### config.mk
export PLATFORM = sky130hd
export DESIGN_NAME = keypad_scan_debounce
export DESIGN_NICKNAME = d
export VERILOG_FILES = /design/src/rtl/keypad_pkg.sv /design/src/rtl/keypad_col_driver.sv /design/src/rtl/keypad_scan_debounce.sv
export SDC_FILE = /design/constraint.sdc
export NUM_CORES = 1
export LEC_CHECK = 0
export ABC_AREA = 1
export CORE_MARGIN = 2
export CORE_UTILIZATION = 42
export CTS_BUF_LIST = sky130_fd_sc_hd__clkbuf_16
export DETAILED_ROUTE_END_ITERATION = 16
export SETUP_SLACK_MARGIN = 0.05
export SYNTH_ARGS = -nofsm -noshare
export SYNTH_HDL_FRONTEND = slang
export SYNTH_SLANG_ARGS = --single-unit
### constraint.sdc
create_clock -name clock -period 9.75 [get_ports clock]
set_input_delay 2.925 -clock clock [delete_from_list [all_inputs] [get_ports clock]]
set_output_delay 2.925 -clock clock [all_outputs]
set_load 0.05 [all_outputs]
### src/rtl/keypad_pkg.sv
// Shared types and helpers for the keypad scanner.
package keypad_pkg;

    localparam int unsigned DefaultRows = 4;
    localparam int unsigned DefaultCols = 4;

    // Debounce FSM states
    typedef enum logic [1:0] {
        StIdle,
        StCandidate,
        StHeld,
        StReleasing
    } scan_state_e;

    // Classification of one complete scan frame
    typedef enum logic [1:0] {
        FrNone,
        FrSingle,
        FrMulti
    } frame_res_e;

    // Ceiling log2 for elaboration-time widths (values >= 2 expected)
    function automatic int unsigned clog2(input int unsigned value);
        int unsigned result;
        result = 0;
        for (int unsigned i = 0; i < 32; i++) begin
            if ((32'd1 << i) < value) begin
                result = i + 1;
            end
        end
        return result;
    endfunction

endpackage

### src/rtl/keypad_col_driver.sv
// Column strobe generator: holds each active-low column for SCAN_DIV clocks,
// flags the sampling cycle and the last sample of a frame.
module keypad_col_driver
    import keypad_pkg::*;
#(
    parameter int unsigned COLS     = DefaultCols,
    parameter int unsigned SCAN_DIV = 4
) (
    input  logic                       clk_i,
    input  logic                       rst_i,
    output logic [COLS-1:0]            col_o,
    output logic [clog2(COLS)-1:0]     col_idx_o,
    output logic                       sample_en_o,
    output logic                       frame_end_o
);

    localparam int unsigned DwellW = clog2(SCAN_DIV);
    localparam int unsigned ColW   = clog2(COLS);

    logic [DwellW-1:0] dwell_q, dwell_d;
    logic [ColW-1:0]   col_idx_q, col_idx_d;

    // Next-state for dwell and column counters plus decoded strobes
    always_comb begin
        sample_en_o = (dwell_q == DwellW'(SCAN_DIV - 1));
        frame_end_o = sample_en_o && (col_idx_q == ColW'(COLS - 1));
        dwell_d     = sample_en_o ? '0 : dwell_q + DwellW'(1);
        col_idx_d   = col_idx_q;
        if (sample_en_o) begin
            col_idx_d = (col_idx_q == ColW'(COLS - 1)) ? '0 : col_idx_q + ColW'(1);
        end
        for (int c = 0; c < int'(COLS); c++) begin
            col_o[c] = (col_idx_q != ColW'(c));
        end
    end

    assign col_idx_o = col_idx_q;

    // Counter registers
    always_ff @(posedge clk_i) begin
        if (rst_i) begin
            dwell_q   <= '0;
            col_idx_q <= '0;
        end else begin
            dwell_q   <= dwell_d;
            col_idx_q <= col_idx_d;
        end
    end

endmodule

### src/rtl/keypad_scan_debounce.sv
// Matrix keypad scanner with frame-based debounce, press/release strobes and
// multi-key detection.
module keypad_scan_debounce
    import keypad_pkg::*;
#(
    parameter int unsigned ROWS           = DefaultRows,
    parameter int unsigned COLS           = DefaultCols,
    parameter int unsigned SCAN_DIV       = 4,
    parameter int unsigned DEBOUNCE_SCANS = 3,
    parameter int unsigned CODE_W         = clog2(ROWS * COLS)
) (
    input  logic              clock,
    input  logic              reset,
    input  logic [ROWS-1:0]   row,
    output logic [COLS-1:0]   col,
    output logic [CODE_W-1:0] key_code,
    output logic              key_valid,
    output logic              key_press,
    output logic              key_release,
    output logic              multi_key
);

    localparam int unsigned RowW    = clog2(ROWS);
    localparam int unsigned ColW    = clog2(COLS);
    localparam logic [3:0]  DebLast = 4'(DEBOUNCE_SCANS);

    logic [ColW-1:0] col_idx;
    logic            sample_en;
    logic            frame_end;

    keypad_col_driver #(
        .COLS     (COLS),
        .SCAN_DIV (SCAN_DIV)
    ) u_col_driver (
        .clk_i       (clock),
        .rst_i       (reset),
        .col_o       (col),
        .col_idx_o   (col_idx),
        .sample_en_o (sample_en),
        .frame_end_o (frame_end)
    );

    logic [ROWS-1:0] row_meta_q, row_sync_q;

    // Two-flop synchroniser; all ones means no key pressed
    always_ff @(posedge clock) begin
        if (reset) begin
            row_meta_q <= '1;
            row_sync_q <= '1;
        end else begin
            row_meta_q <= row;
            row_sync_q <= row_meta_q;
        end
    end

    logic [1:0]      samp_cnt;
    logic [RowW-1:0] samp_row;

    // Pressed-bit count (saturating at 2) and lowest pressed row of this column
    always_comb begin
        samp_cnt = 2'd0;
        samp_row = '0;
        for (int r = int'(ROWS) - 1; r >= 0; r--) begin
            if (!row_sync_q[r]) begin
                samp_row = RowW'(r);
            end
        end
        for (int r = 0; r < int'(ROWS); r++) begin
            if (!row_sync_q[r] && samp_cnt != 2'd2) begin
                samp_cnt = samp_cnt + 2'd1;
            end
        end
    end

    logic [1:0]        acc_cnt_q, tot_cnt;
    logic [CODE_W-1:0] acc_idx_q, tot_idx;
    logic [2:0]        cnt_sum;
    frame_res_e        frame_res;

    // Frame totals including the sample taken this cycle, so the last column
    // is part of the result the FSM sees at frame end
    always_comb begin
        tot_cnt = acc_cnt_q;
        tot_idx = acc_idx_q;
        cnt_sum = {1'b0, acc_cnt_q} + {1'b0, samp_cnt};
        if (sample_en) begin
            tot_cnt = (cnt_sum >= 3'd2) ? 2'd2 : cnt_sum[1:0];
            if (acc_cnt_q == 2'd0 && samp_cnt != 2'd0) begin
                tot_idx = CODE_W'(col_idx) * CODE_W'(ROWS) + CODE_W'(samp_row);
            end
        end
        if (tot_cnt == 2'd0) begin
            frame_res = FrNone;
        end else if (tot_cnt == 2'd1) begin
            frame_res = FrSingle;
        end else begin
            frame_res = FrMulti;
        end
    end

    // Per-frame accumulator, cleared as each frame is handed to the FSM
    always_ff @(posedge clock) begin
        if (reset || frame_end) begin
            acc_cnt_q <= '0;
            acc_idx_q <= '0;
        end else if (sample_en) begin
            acc_cnt_q <= tot_cnt;
            acc_idx_q <= tot_idx;
        end
    end

    scan_state_e       state_q, state_d;
    logic [3:0]        cnt_q, cnt_d, cnt_inc;
    logic [CODE_W-1:0] cand_q, cand_d;
    logic [CODE_W-1:0] key_code_q, key_code_d;
    logic              key_valid_q, key_valid_d;
    logic              press_arm_q, press_arm_d;
    logic              key_press_q;
    logic              key_release_q, key_release_d;
    logic              multi_key_q, multi_key_d;

    // Debounce next-state: one decision per completed frame
    always_comb begin
        state_d       = state_q;
        cnt_d         = cnt_q;
        cand_d        = cand_q;
        key_code_d    = key_code_q;
        key_valid_d   = key_valid_q;
        press_arm_d   = 1'b0;
        key_release_d = 1'b0;
        multi_key_d   = multi_key_q;
        cnt_inc       = cnt_q + 4'd1;
        if (frame_end) begin
            multi_key_d = (frame_res == FrMulti);
            unique case (state_q)
                StIdle: begin
                    if (frame_res == FrSingle) begin
                        cand_d = tot_idx;
                        cnt_d  = 4'd1;
                        if (DebLast == 4'd1) begin
                            key_code_d  = tot_idx;
                            key_valid_d = 1'b1;
                            press_arm_d = 1'b1;
                            state_d     = StHeld;
                        end else begin
                            state_d = StCandidate;
                        end
                    end
                end
                StCandidate: begin
                    if (frame_res == FrSingle && tot_idx == cand_q) begin
                        cnt_d = cnt_inc;
                        if (cnt_inc == DebLast) begin
                            key_code_d  = cand_q;
                            key_valid_d = 1'b1;
                            press_arm_d = 1'b1;
                            state_d     = StHeld;
                        end
                    end else if (frame_res == FrSingle) begin
                        cand_d = tot_idx;
                        cnt_d  = 4'd1;
                    end else begin
                        state_d = StIdle;
                    end
                end
                StHeld: begin
                    // A different single key counts as the held key going away
                    if (frame_res == FrNone ||
                        (frame_res == FrSingle && tot_idx != key_code_q)) begin
                        cnt_d = 4'd1;
                        if (DebLast == 4'd1) begin
                            key_valid_d   = 1'b0;
                            key_release_d = 1'b1;
                            state_d       = StIdle;
                        end else begin
                            state_d = StReleasing;
                        end
                    end
                end
                StReleasing: begin
                    if (frame_res == FrNone) begin
                        cnt_d = cnt_inc;
                        if (cnt_inc == DebLast) begin
                            key_valid_d   = 1'b0;
                            key_release_d = 1'b1;
                            state_d       = StIdle;
                        end
                    end else begin
                        state_d = StHeld;
                    end
                end
                default: state_d = StIdle;
            endcase
        end
    end

    // FSM and output registers; key_press trails acceptance by one cycle
    always_ff @(posedge clock) begin
        if (reset) begin
            state_q       <= StIdle;
            cnt_q         <= '0;
            cand_q        <= '0;
            key_code_q    <= '0;
            key_valid_q   <= 1'b0;
            press_arm_q   <= 1'b0;
            key_press_q   <= 1'b0;
            key_release_q <= 1'b0;
            multi_key_q   <= 1'b0;
        end else begin
            state_q       <= state_d;
            cnt_q         <= cnt_d;
            cand_q        <= cand_d;
            key_code_q    <= key_code_d;
            key_valid_q   <= key_valid_d;
            press_arm_q   <= press_arm_d;
            key_press_q   <= press_arm_q;
            key_release_q <= key_release_d;
            multi_key_q   <= multi_key_d;
        end
    end

    assign key_code    = key_code_q;
    assign key_valid   = key_valid_q;
    assign key_press   = key_press_q;
    assign key_release = key_release_q;
    assign multi_key   = multi_key_q;

endmodule

# Yosys cells after proc, flatten, opt, wreduce, memory -nomap -nowiden

Cells that the tools add are included.

Input port bits: 6
Logic and storage cells: 121
Register bits after elaboration: 37
Output and inout port bits: 12

Bitwise gates (word level): 5
$lt $le $gt $ge: 1
Eq/ne operators: 27
Add/sub/neg operators: 8
Reductions and logical operators: 28
Muxes and demuxes: 37

Operators by type and width:

| operator                                                        | count |
|---|---|
| 2-bit 2-to-1 mux                                                | 19 |
| 4-bit 2-to-1 mux                                                | 8 |
| 2-bit inequality test, second input constant                    | 12 |
| 4-bit case mux with 4 select lines                              | 1 |
| 6-bit AND reduction                                             | 2 |
| 2-bit by 1-bit adder with 2-bit output, second input constant   | 5 |
| 2-bit == test, second input constant                            | 5 |
| 3-bit inequality test, second input constant                    | 3 |
| 2-bit logical NOT                                               | 4 |
| 2-bit case mux with 4 select lines                              | 1 |
| 4-bit case mux with 2 select lines                              | 1 |
| 2-bit nonzero test                                              | 4 |
| 4-bit OR reduction                                              | 2 |
| 1-bit logical AND                                               | 7 |
| 2-bit by 1-bit == test with 1-bit output, second input constant | 3 |
| 1-bit 2-to-1 mux                                                | 6 |
| 3-bit AND reduction                                             | 2 |
| 1-bit NOT                                                       | 5 |
| 4-bit by 1-bit adder with 4-bit output, second input constant   | 1 |
| 4-bit by 2-bit adder with 4-bit output                          | 1 |
| 4-bit by 2-bit == test with 1-bit output, second input constant | 1 |
| 4-bit == test                                                   | 1 |
| 4-bit inequality test                                           | 1 |
| 4-bit AND reduction                                             | 1 |
| other kinds (7)                                                 | 10 |

# Longest topological paths before layout

Gate-level depths: netlist of run 1.

Depth after elaboration: 22
Depth in mapped cells: 28

# Cells and area by module

Synthesis of run 1 repeated with hierarchy kept, for this count alone.

Cell total of the unflattened synthesis: 324
Area total of the unflattened synthesis: 2263.4 µm²

Modules (own cells, without submodules):

| module               | cells each | area an instance (µm²) | instances |
|---|---|---|---|
| keypad_scan_debounce | 295        | 2025.7                 | 1 |
| keypad_col_driver    | 29         | 237.7                  | 1 |

# Least setup slack after synthesis of run 1

No wires, ideal clock.

Path type: reg2out
Start point: register u_col_driver.col_idx_q[0] (netlist: u_col_driver.col_idx_o[0])
End point: output port col[0]
Data required time: 6.825 ns
Data arrival time: 0.938 ns
Path slack: 5.887 ns
Cell stages (with the launch flop): 4
Cell sequence: dfxtp_1 > inv_1 > ha_1 > inv_1

Word-level cells in the longest chain between the ends: 1

Ends and longest elaborated chain:

| item                   | line                       | text |
|---|---|---|
| start, declared        | keypad_col_driver.sv:21    | `logic [ColW-1:0] col_idx_q, col_idx_d;` |
| start signal, assigned | keypad_col_driver.sv:46    | `col_idx_q <= col_idx_d;` |
| 2-bit nonzero test     | keypad_col_driver.sv:33    | `col_o[c] = (col_idx_q != ColW'(c));` |
| end, declared          | keypad_scan_debounce.sv:15 | `output logic [COLS-1:0] col,` |

No other way between the ends.

# Worst setup path after layout of run 1

Start point: register u_col_driver.col_idx_q[0] (netlist: u_col_driver.col_idx_o[0])
End point: output port col[2]

Word-level cells in the longest chain between the ends: 1

Ends and longest elaborated chain:

| item                  | line |
|---|---|
| 2-bit inequality test | keypad_col_driver.sv:33 |

No other way between the ends.

==> impl_metrics.json, run 1 <==
{
  "status": "finished clean",
  "coreArea_sq_um": 4720,
  "hold_violations": 0,
  "cts_root_buf": "clkbuf_16",
  "ys_top_cells_by_area": "dfxtp_1 36%, nand2_1 12%, inv_1 7.9%",
  "fin_skew_ps": 4.40,
  "grt_pass1_wl_mm": 7.55,
  "area_growth_pct": 18.3,
  "worstMarginPinSlew_ps": 556,
  "synth_simple_gate_area_share_pct": 38.5,
  "placed_cell_area_sq_um": 2290,
  "worst_slack_ps": 5010,
  "ant_nets": 0,
  "htree_levels": 2,
  "gp_congestion": 0.913,
  "grt-ovfl-total": 0,
  "finalSetupViolCount": 0,
  "portBuffers": 17,
  "cp_max_fo": 4,
  "final_cell_mix": "66 x nand2_1, 43 x inv_1, 39 x nor2_1",
  "grt_max_degree": 17,
  "clock_latency_ps": 270,
  "fmax_mhz": 211,
  "max_slew_margin_pct": 62.6,
  "finalCritPeriodShare_pct": 48.6,
  "syn_area_per_cell_sq_um": 6.92,
  "initial_core_util_pct": 43.3,
  "die_w_um": 73.8,
  "syn_inst": 296,
  "synth-warning-count": 0,
  "hold_path_class": "reg -> reg",
  "final_common_cell": "nand2_1",
  "nets": 337,
  "crit_type": "reg -> out",
  "cap_violations": 0,
  "p_leak_nw": 1.13,
  "fin_crit_ps": 4740,
  "critPathArrivalTime_ps": 1810,
  "synthMuxAreaShare_pct": 0,
  "num_vias": 1808,
  "rsz0062_at_grt": "no",
  "pin_count": 18,
  "cts_max_path_buffers": 2,
  "numCtsBuffers": 5,
  "synth_top_family_by_area": "simple AND/OR/NAND/NOR gates",
  "cts.sinks": 37,
  "antenna_found_initial": 0,
  "hpwl_mm": 3.30,
  "fin_area_sq_um": 2420,
  "yosys.area_share.adder_pct": 8.31,
  "synthXorXnorAreaFrac_pct": 1.28,
  "synth_edf_count": 0,
  "syn_nets": 315,
  "post_cts_resized": 0,
  "fillers": 475,
  "synth_compound_area_share_pct": 6.85,
  "post_cts_buffers": 0,
  "drt-wirelength-per-cell_um": 10.7,
  "ys_seq_area_share_pct": 36.2,
  "fp.dieH_um": 73.8,
  "slew_viol_final": 0,
  "die-area_sq_um": 5450,
  "dp_slack_ps": 5160,
  "synth-seq-cells": 37,
  "power_density_nw_per_um2": 143,
  "rows": 25,
  "grt_pass1_vias": 1759,
  "routed_wl_mm": 4.12,
  "setup.worst_path.start_class": "flop",
  "path_clk_slew_ps": 50,
  "grtUsageTotal_pct": 18.0,
  "drc": 0,
  "ys_types": 31,
  "antenna_cells": 0,
  "drt-initial-drc-count": 38,
  "cts_tree": "built",
  "yosysTopAreaCellShare_pct": 36.2,
  "cp_data_required_time_ps": 6830,
  "vdd_drop_max_mv": 0.117,
  "hold_buffers": 0,
  "netlist_area_sq_um": 2050,
  "fin_util_pct": 51.3,
  "tns_ps": 0,
  "async_reset_ff_share_pct": 0,
  "ys_dominant_reg_cell": "dfxtp_1",
  "synth_top_area_cell": "dfxtp_1",
  "viasPerCell": 4.71,
  "layout-drive-gt1-share_pct": 9.46,
  "end_kind": "output port",
  "firstDrtPassIters": 4
}
## flip-flops by register name (all words and copies together) (netlist names)
register                count
key_press                   1
press_arm_q                 1
key_code                    4
row_sync_q                  4
row_meta_q                  4
state_q                     2
cand_q                      4
u_col_driver.col_idx_o      2
u_col_driver.dwell_q        2
acc_idx_q                   4
acc_cnt_q                   2
key_valid                   1
cnt_q                       4
multi_key                   1
key_release                 1
## area by class of cell
cell class	instances	area [sq um]	area share (%)
multi-input cells	211	1120	46.4
flip-flops and latches	37	741	30.6
inverters	46	173	7.13
repair buffers	17	170	7.02
clock buffers	5	125	5.17
well taps	67	83.8	3.46
clock inverters	1	5.00	0.207
## path summary, 6_finish.rpt
kind                                   from  slack (ps)  cells after the start       endpoint
setup / recovery  u_col_driver.col_idx_o[0]        5010                      4         col[2]
hold reg to reg               row_meta_q[3]         410                      1  row_sync_q[3]
setup reg to reg              row_sync_q[0]        5840                     22      cand_q[3]
hold / removal                row_meta_q[3]         410                      1  row_sync_q[3]
## critical path, cell delays in order, from the launching register on
cell and delay [ps]:
dfxtp_1 400, inv_1 100, ha_1 200, inv_1 50, clkdlybuf4s50_1 790
## metal layers
metal / track usage (%) / share of wire, % / routed length (um) / vias to the layer above
li1: - / - / - / 972
met1: 21.7 / 48 / 1960 / 814
met2: 30.1 / 48 / 1980 / 15
met3: 4.53 / 2.6 / 109 / 7
met4: 7.88 / 1.7 / 72 / 0
met5: 0 / 0 / 0 / -
## power by group
part	switching [mW]	total, mW	internal (mW)	leakage, nW
combinational	0.0278	0.0430	0.0152	0.763
clock	0.0549	0.146	0.0911	0.0655
sequential	0.00247	0.158	0.156	0.301
## per-stage QoR
step	cells	total power [mW]	hold slack (ps)
floorplan	296	0.193	388
global placement	378	0.204	394
detailed placement	378	0.205	394
CTS	384	0.353	406
global route	384	0.365	415
finish	384	0.347	405
## cells by family (layout without fill, tap and decap cells)
group / count (synthesis) / after routing
AOI/OAI and AO/OA: 26 / 26
xor gates and xnor gates: 3 / 3
and+or+nand+nor: 169 / 169
DFF: 37 / 37
adders and majority gates: 13 / 13
buffers and inverters: 48 / 69
## cells in the mapped netlist, types with 2 or more instances
| master | count |
|---|---|
| ha_1 | 12 |
| nand2_2 | 6 |
| or2_2 | 8 |
| nand4_1 | 2 |
| nor2_1 | 39 |
| nand2_4 | 3 |
| inv_1 | 43 |
| nand2_1 | 66 |
| a21oi_1 | 13 |
| nor3_1 | 4 |
| o21ai_0 | 8 |
| nand3b_1 | 3 |
| nand3_1 | 32 |
| inv_2 | 3 |
| xnor2_1 | 2 |
| dfxtp_1 | 37 |
(Power assumes the default switching activity.)
==> inputs of run 2 (changes only) <==
clock period = 3.9 ns   (was 9.75 ns; I/O delays follow)
==> run 2 against run 1 <==
Net effect: first-iteration DRC count is 130% higher; utilization up 2.1 points; flip-flop and latch count is the same; die area did not move; routed wire length grew 9.0%; global-route usage shrank 0.083 points; sequential power increased to 2.5 times the previous value; highest routed layer unchanged.
==> impl_metrics.json, run 2 (synthesized netlist as in run 1, its figures left out) <==
{
  "antenna_cells": 0,
  "grtUsageTotal_pct": 17.9,
  "numCtsBuffers": 5,
  "worstMarginPinSlew_ps": 533,
  "fp.dieH_um": 73.8,
  "fmax_mhz": 280,
  "path_delay_family": "simple AND/OR/NAND/NOR gates",
  "drt-initial-drc-count": 89,
  "num_vias": 1837,
  "firstDrtPassIters": 4,
  "r2r_end": "key_code[1]",
  "cts_tree": "built",
  "vdd_drop_max_mv": 0.212,
  "crit_type": "reg -> reg",
  "wl_met3_um": 98,
  "grt-ovfl-total": 0,
  "gp_congestion": 0.861,
  "cp_num_buf_inv": 7,
  "p_comb_share_pct": 13.1,
  "layout-drive-gt1-share_pct": 14.9,
  "pwr-share-seq_pct": 45.0,
  "cap_violations": 0,
  "fin_area_sq_um": 2520,
  "slew_viol_final": 0,
  "htree_levels": 2,
  "switching_share_pct": 25.2,
  "final_cell_mix": "65 x nand2_1, 43 x inv_1, 35 x nor2_1, 35 x dfxtp_1, 32 x nand3_1",
  "internal-power_uw": 659,
  "hold_buffers": 0,
  "maxUsedRoutingLayer": "met4",
  "worst_slack_ps": 332,
  "r2r-start": "row_sync_q[0]",
  "multi_input_area_sq_um": 1180,
  "viasPerCell": 4.71,
  "critPathMaxStageDelay_ps": 490,
  "clock_latency_ps": 270,
  "hold_path_startpoint": "row_meta_q[1]",
  "power_density_nw_per_um2": 349,
  "fin_util_pct": 53.4,
  "hpwl_mm": 3.35,
  "end_kind": "flop",
  "grt_max_degree": 17,
  "path_clk_slew_ps": 50,
  "routed_wl_mm": 4.49,
  "cts_root_buf": "clkbuf_16",
  "fillers": 443,
  "die-area_sq_um": 5450,
  "power_switching_uw": 222,
  "critPathArrivalTime_ps": 3780,
  "min_path_cells": 1,
  "rrSetupSlack_ps": 330,
  "fin_crit_ps": 3570,
  "rows": 25,
  "antenna_found_initial": 0,
  "pin_count": 18,
  "wirelength_met1_mm": 2.16,
  "initial_core_util_pct": 43.3,
  "setup.worst_path.start_class": "flop",
  "r2r_cells": 26,
  "grt_pass1_wl_mm": 7.44,
  "ant_nets": 0,
  "fin_skew_ps": 3.08,
  "max_slew_margin_pct": 64.4,
  "placed_cell_area_sq_um": 2300,
  "seq_area_sq_um": 743,
  "status": "finished clean",
  "area_growth_pct": 23.2,
  "pwr-share-clk_pct": 42.0,
  "hold_violations": 0,
  "die_w_um": 73.8,
  "portBuffers": 17,
  "finalCritPeriodShare_pct": 91.5,
  "final_common_cell": "nand2_1",
  "wl_met2_mm": 2.19,
  "cp_data_required_time_ps": 4110,
  "min_to": "row_sync_q[1]",
  "cts.sinks": 37,
  "drc": 0,
  "dp_slack_ps": 45.0,
  "crit_path_top_delay_cell": "fa_1",
  "grt_pass1_vias": 1671,
  "nets": 342,
  "cts_max_path_buffers": 2,
  "cp_num_cells": 26,
  "drt-wirelength-per-cell_um": 11.5,
  "finalSetupViolCount": 0,
  "coreArea_sq_um": 4720,
  "cp_max_fo": 6,
  "p_leak_nw": 1.15,
  "total_power_uw": 881,
  "hold_path_class": "reg -> reg"
}
run 2: changes by cell type in the layout (fill, tap and decap cells not counted), moves of 2 or more:
| cell | previous run | this run |
|---|---|---|
| buf_4 | 0 | 5 |
| dfxtp_2 | 0 | 2 |
| a21oi_2 | 0 | 2 |
| nor2_1 | 39 | 35 |
| a21oi_1 | 13 | 11 |
| nor2_2 | 1 | 5 |
| dfxtp_1 | 37 | 35 |
run 2: per-stage QoR:
step                hold WS, ps  cells  TNS, ps
detailed placement          395    379        0
CTS                         408    386        0
global placement            391    379        0
floorplan                   388    296        0
global route                425    390    -43.0
finish                      405    390        0
run 2: power by group through the flow:
stage | logic (mW) | clock network, mW | registers (mW)
after floorplan | 0.0808 | 0 | 0.402
after global placement | 0.108 | 0 | 0.403
after detailed placement | 0.110 | 0 | 0.404
after CTS | 0.110 | 0.377 | 0.396
after global routing | 0.129 | 0.391 | 0.398
final | 0.115 | 0.370 | 0.396
run 2: layer usage:
layer / vias to the layer above / global-route usage (%)
li1: 984 / -
met1: 828 / 22.8
met2: 21 / 30.6
met3: 4 / 3.70
met4: 0 / 4.85
met5: - / 0
run 2: timing repair:
action | CTS | global route
endpoints found under the setup margin | 4 | 16
gates resized for setup | 1 | 15
buffers inserted | 0 | 4
pin swaps | 0 | 4
run 2: layout make-up:
class	count	share of cell area (%)
Clock buffer	5	4.96
Tap cell	67	3.33
Sequential cell	37	29.5
Timing Repair Buffer	22	8.24
Inverter	46	6.95
Multi-Input combinational cell	211	46.7
Clock inverter	2	0.298
run 2: how the worst max path moves through the flow:
stage                       start          end  slack (ps)
finish              row_sync_q[0]  key_code[1]         330
global route        row_sync_q[0]  key_code[0]         -20
detailed placement  row_sync_q[0]    cand_q[0]          50
CTS                 row_sync_q[0]  key_code[0]         120
global placement    row_sync_q[0]  key_code[3]         270
floorplan           row_sync_q[0]    cand_q[0]         510
==> inputs of run 3 (changes only) <==
MAX_ROUTING_LAYER = met4   (was default)
==> run 3 against run 2 <==
Net effect: worst hold slack hardly changed; critical path depth down 1; sequential power hardly changed; critical endpoint unchanged.
==> impl_metrics.json, run 3 (synthesized netlist as in run 1, its figures left out) <==
{
  "status": "finished clean",
  "antenna_cells": 0,
  "finalCritPeriodShare_pct": 90.1,
  "layout-drive-gt1-share_pct": 14.2,
  "fin_crit_ps": 3510,
  "coreArea_sq_um": 4720,
  "cp_num_buf_inv": 7,
  "fillers": 444,
  "critPathArrivalTime_ps": 3730,
  "multi_input_area_sq_um": 1170,
  "drc": 0,
  "grt-ovfl-total": 0,
  "gp_congestion": 0.875,
  "crit_path_top_delay_cell": "fa_1",
  "r2r_end": "key_code[1]",
  "power_density_nw_per_um2": 352,
  "viasPerCell": 4.72,
  "setup.worst_path.start_class": "flop",
  "seq_area_sq_um": 743,
  "dp_slack_ps": 45.0,
  "p_leak_nw": 1.15,
  "die-area_sq_um": 5450,
  "firstDrtPassIters": 4,
  "fp.dieH_um": 73.8,
  "tns_ps": 0,
  "hold_slack_ps": 405,
  "grt_pass1_wl_mm": 7.45,
  "end_kind": "flop",
  "routed_wl_mm": 4.45,
  "path_delay_family": "simple AND/OR/NAND/NOR gates",
  "crit_type": "reg -> reg",
  "nets": 342,
  "cts_max_path_buffers": 2,
  "r2r-start": "row_sync_q[1]",
  "cp_max_fo": 6,
  "path_clk_slew_ps": 50,
  "area_growth_pct": 22.4,
  "grtUsageTotal_pct": 18.5,
  "num_vias": 1841,
  "cap_violations": 0,
  "drt-wirelength-per-cell_um": 11.4,
  "initial_core_util_pct": 43.3,
  "final_common_cell": "nand2_1",
  "clock_latency_ps": 280,
  "r2r_cells": 25,
  "vdd_drop_max_mv": 0.209,
  "rows": 25,
  "htree_levels": 2,
  "hold_path_class": "reg -> reg",
  "rsz0062_at_grt": "no",
  "critPathMaxStageDelay_ps": 480,
  "die_w_um": 73.8,
  "hold_buffers": 0,
  "fin_skew_ps": 6.24,
  "cts_root_buf": "clkbuf_16",
  "max_slew_margin_pct": 64.4,
  "numCtsBuffers": 5,
  "cp_data_required_time_ps": 4110,
  "pin_count": 18,
  "hold_path_startpoint": "row_meta_q[1]",
  "hold_violations": 0,
  "rrSetupSlack_ps": 390,
  "hpwl_mm": 3.35,
  "min_to": "row_sync_q[1]",
  "drt-initial-drc-count": 84,
  "finalSetupViolCount": 0,
  "grt_max_degree": 17,
  "slew_viol_final": 0,
  "antenna_found_initial": 0,
  "ant_nets": 0,
  "cts.sinks": 37,
  "portBuffers": 17,
  "worstMarginPinSlew_ps": 534,
  "min_path_cells": 1,
  "cts_tree": "built",
  "final_cell_mix": "65 x nand2_1, 44 x inv_1, 35 x nor2_1, 35 x dfxtp_1, 32 x nand3_1",
  "cp_common_cell": "inv_1",
  "fmax_mhz": 285,
  "grt_pass1_vias": 1665,
  "worst_slack_ps": 386
}
## run 3: cell counts in the layout (fill, tap and decap cells not counted)
Identical to the previous run, type by type.
## run 3: area by class of cell
type | count | share of cell area [%]
Timing Repair Buffer | 22 | 8.29
Tap cell | 67 | 3.34
Sequential cell | 37 | 29.7
Clock inverter | 2 | 0.300
Clock buffer | 5 | 4.99
Multi-Input combinational cell | 211 | 46.5
Inverter | 46 | 6.89
## run 3: routing by layer
layer	part of all wire, %	global-route usage (%)
met5	0	-
met4	0.88	4.85
met3	2.5	4.12
met2	49	30.6
met1	48	22.9
## run 3: worst reg2reg max path, stage by stage (launching register included)
cell and delay [ps]:
dfxtp_2 340, inv_1 70, ha_1 310, inv_1 70
nand2_1 80, nand2_1 50, ha_1 200, nor2_2 130
inv_1 70, nand3_1 70, nand2_1 100, inv_1 70
ha_1 130, inv_1 50, fa_1 480, nand2_1 60
nor2_2 140, a22oi_2 100, nor2_2 170, nand3_2 100
inv_2 90, nand2_4 80, nor2_4 190, buf_4 140
o21ai_0 70, nor2_1 110
## run 3: power breakdown
part,leakage [nW],switching (mW),internal (mW)
clock,0.0685,0.143,0.228
combinational,0.785,0.0734,0.0407
sequential,0.300,0.00648,0.389
total,1.15,0.223,0.658
## run 3: per-stage QoR
step,instances,power (mW),area (sq um),util (%)
finish,390,0.881,2510,53.1
global route,390,0.918,2510,53.1
CTS,386,0.883,2440,51.6
detailed placement,379,0.514,2300,48.7
global placement,379,0.511,2300,48.7
floorplan,296,0.483,2050,-
## run 3: how the worst max path moves through the flow
stage                   from  cells past startpoint     endpoint  slack (ps)
2_1_floorplan  row_sync_q[0]                     22    cand_q[0]         510
3_3_place_gp   row_sync_q[0]                     25  key_code[3]         270
3_5_place_dp   row_sync_q[0]                     22    cand_q[0]          50
4_1_cts        row_sync_q[0]                     25  key_code[0]         120
5_1_grt        row_sync_q[0]                     25  key_code[3]           7
6_report       row_sync_q[1]                     25  key_code[1]         390
## run 3: what timing repair did
| action | 4_1_cts | 5_1_grt |
|---|---|---|
| buffers inserted | 0 | 4 |
| cloned | 0 | 0 |
| pin swaps | 0 | 4 |
| setup endpoints to repair | 4 | 16 |
| resized for setup | 1 | 12 |
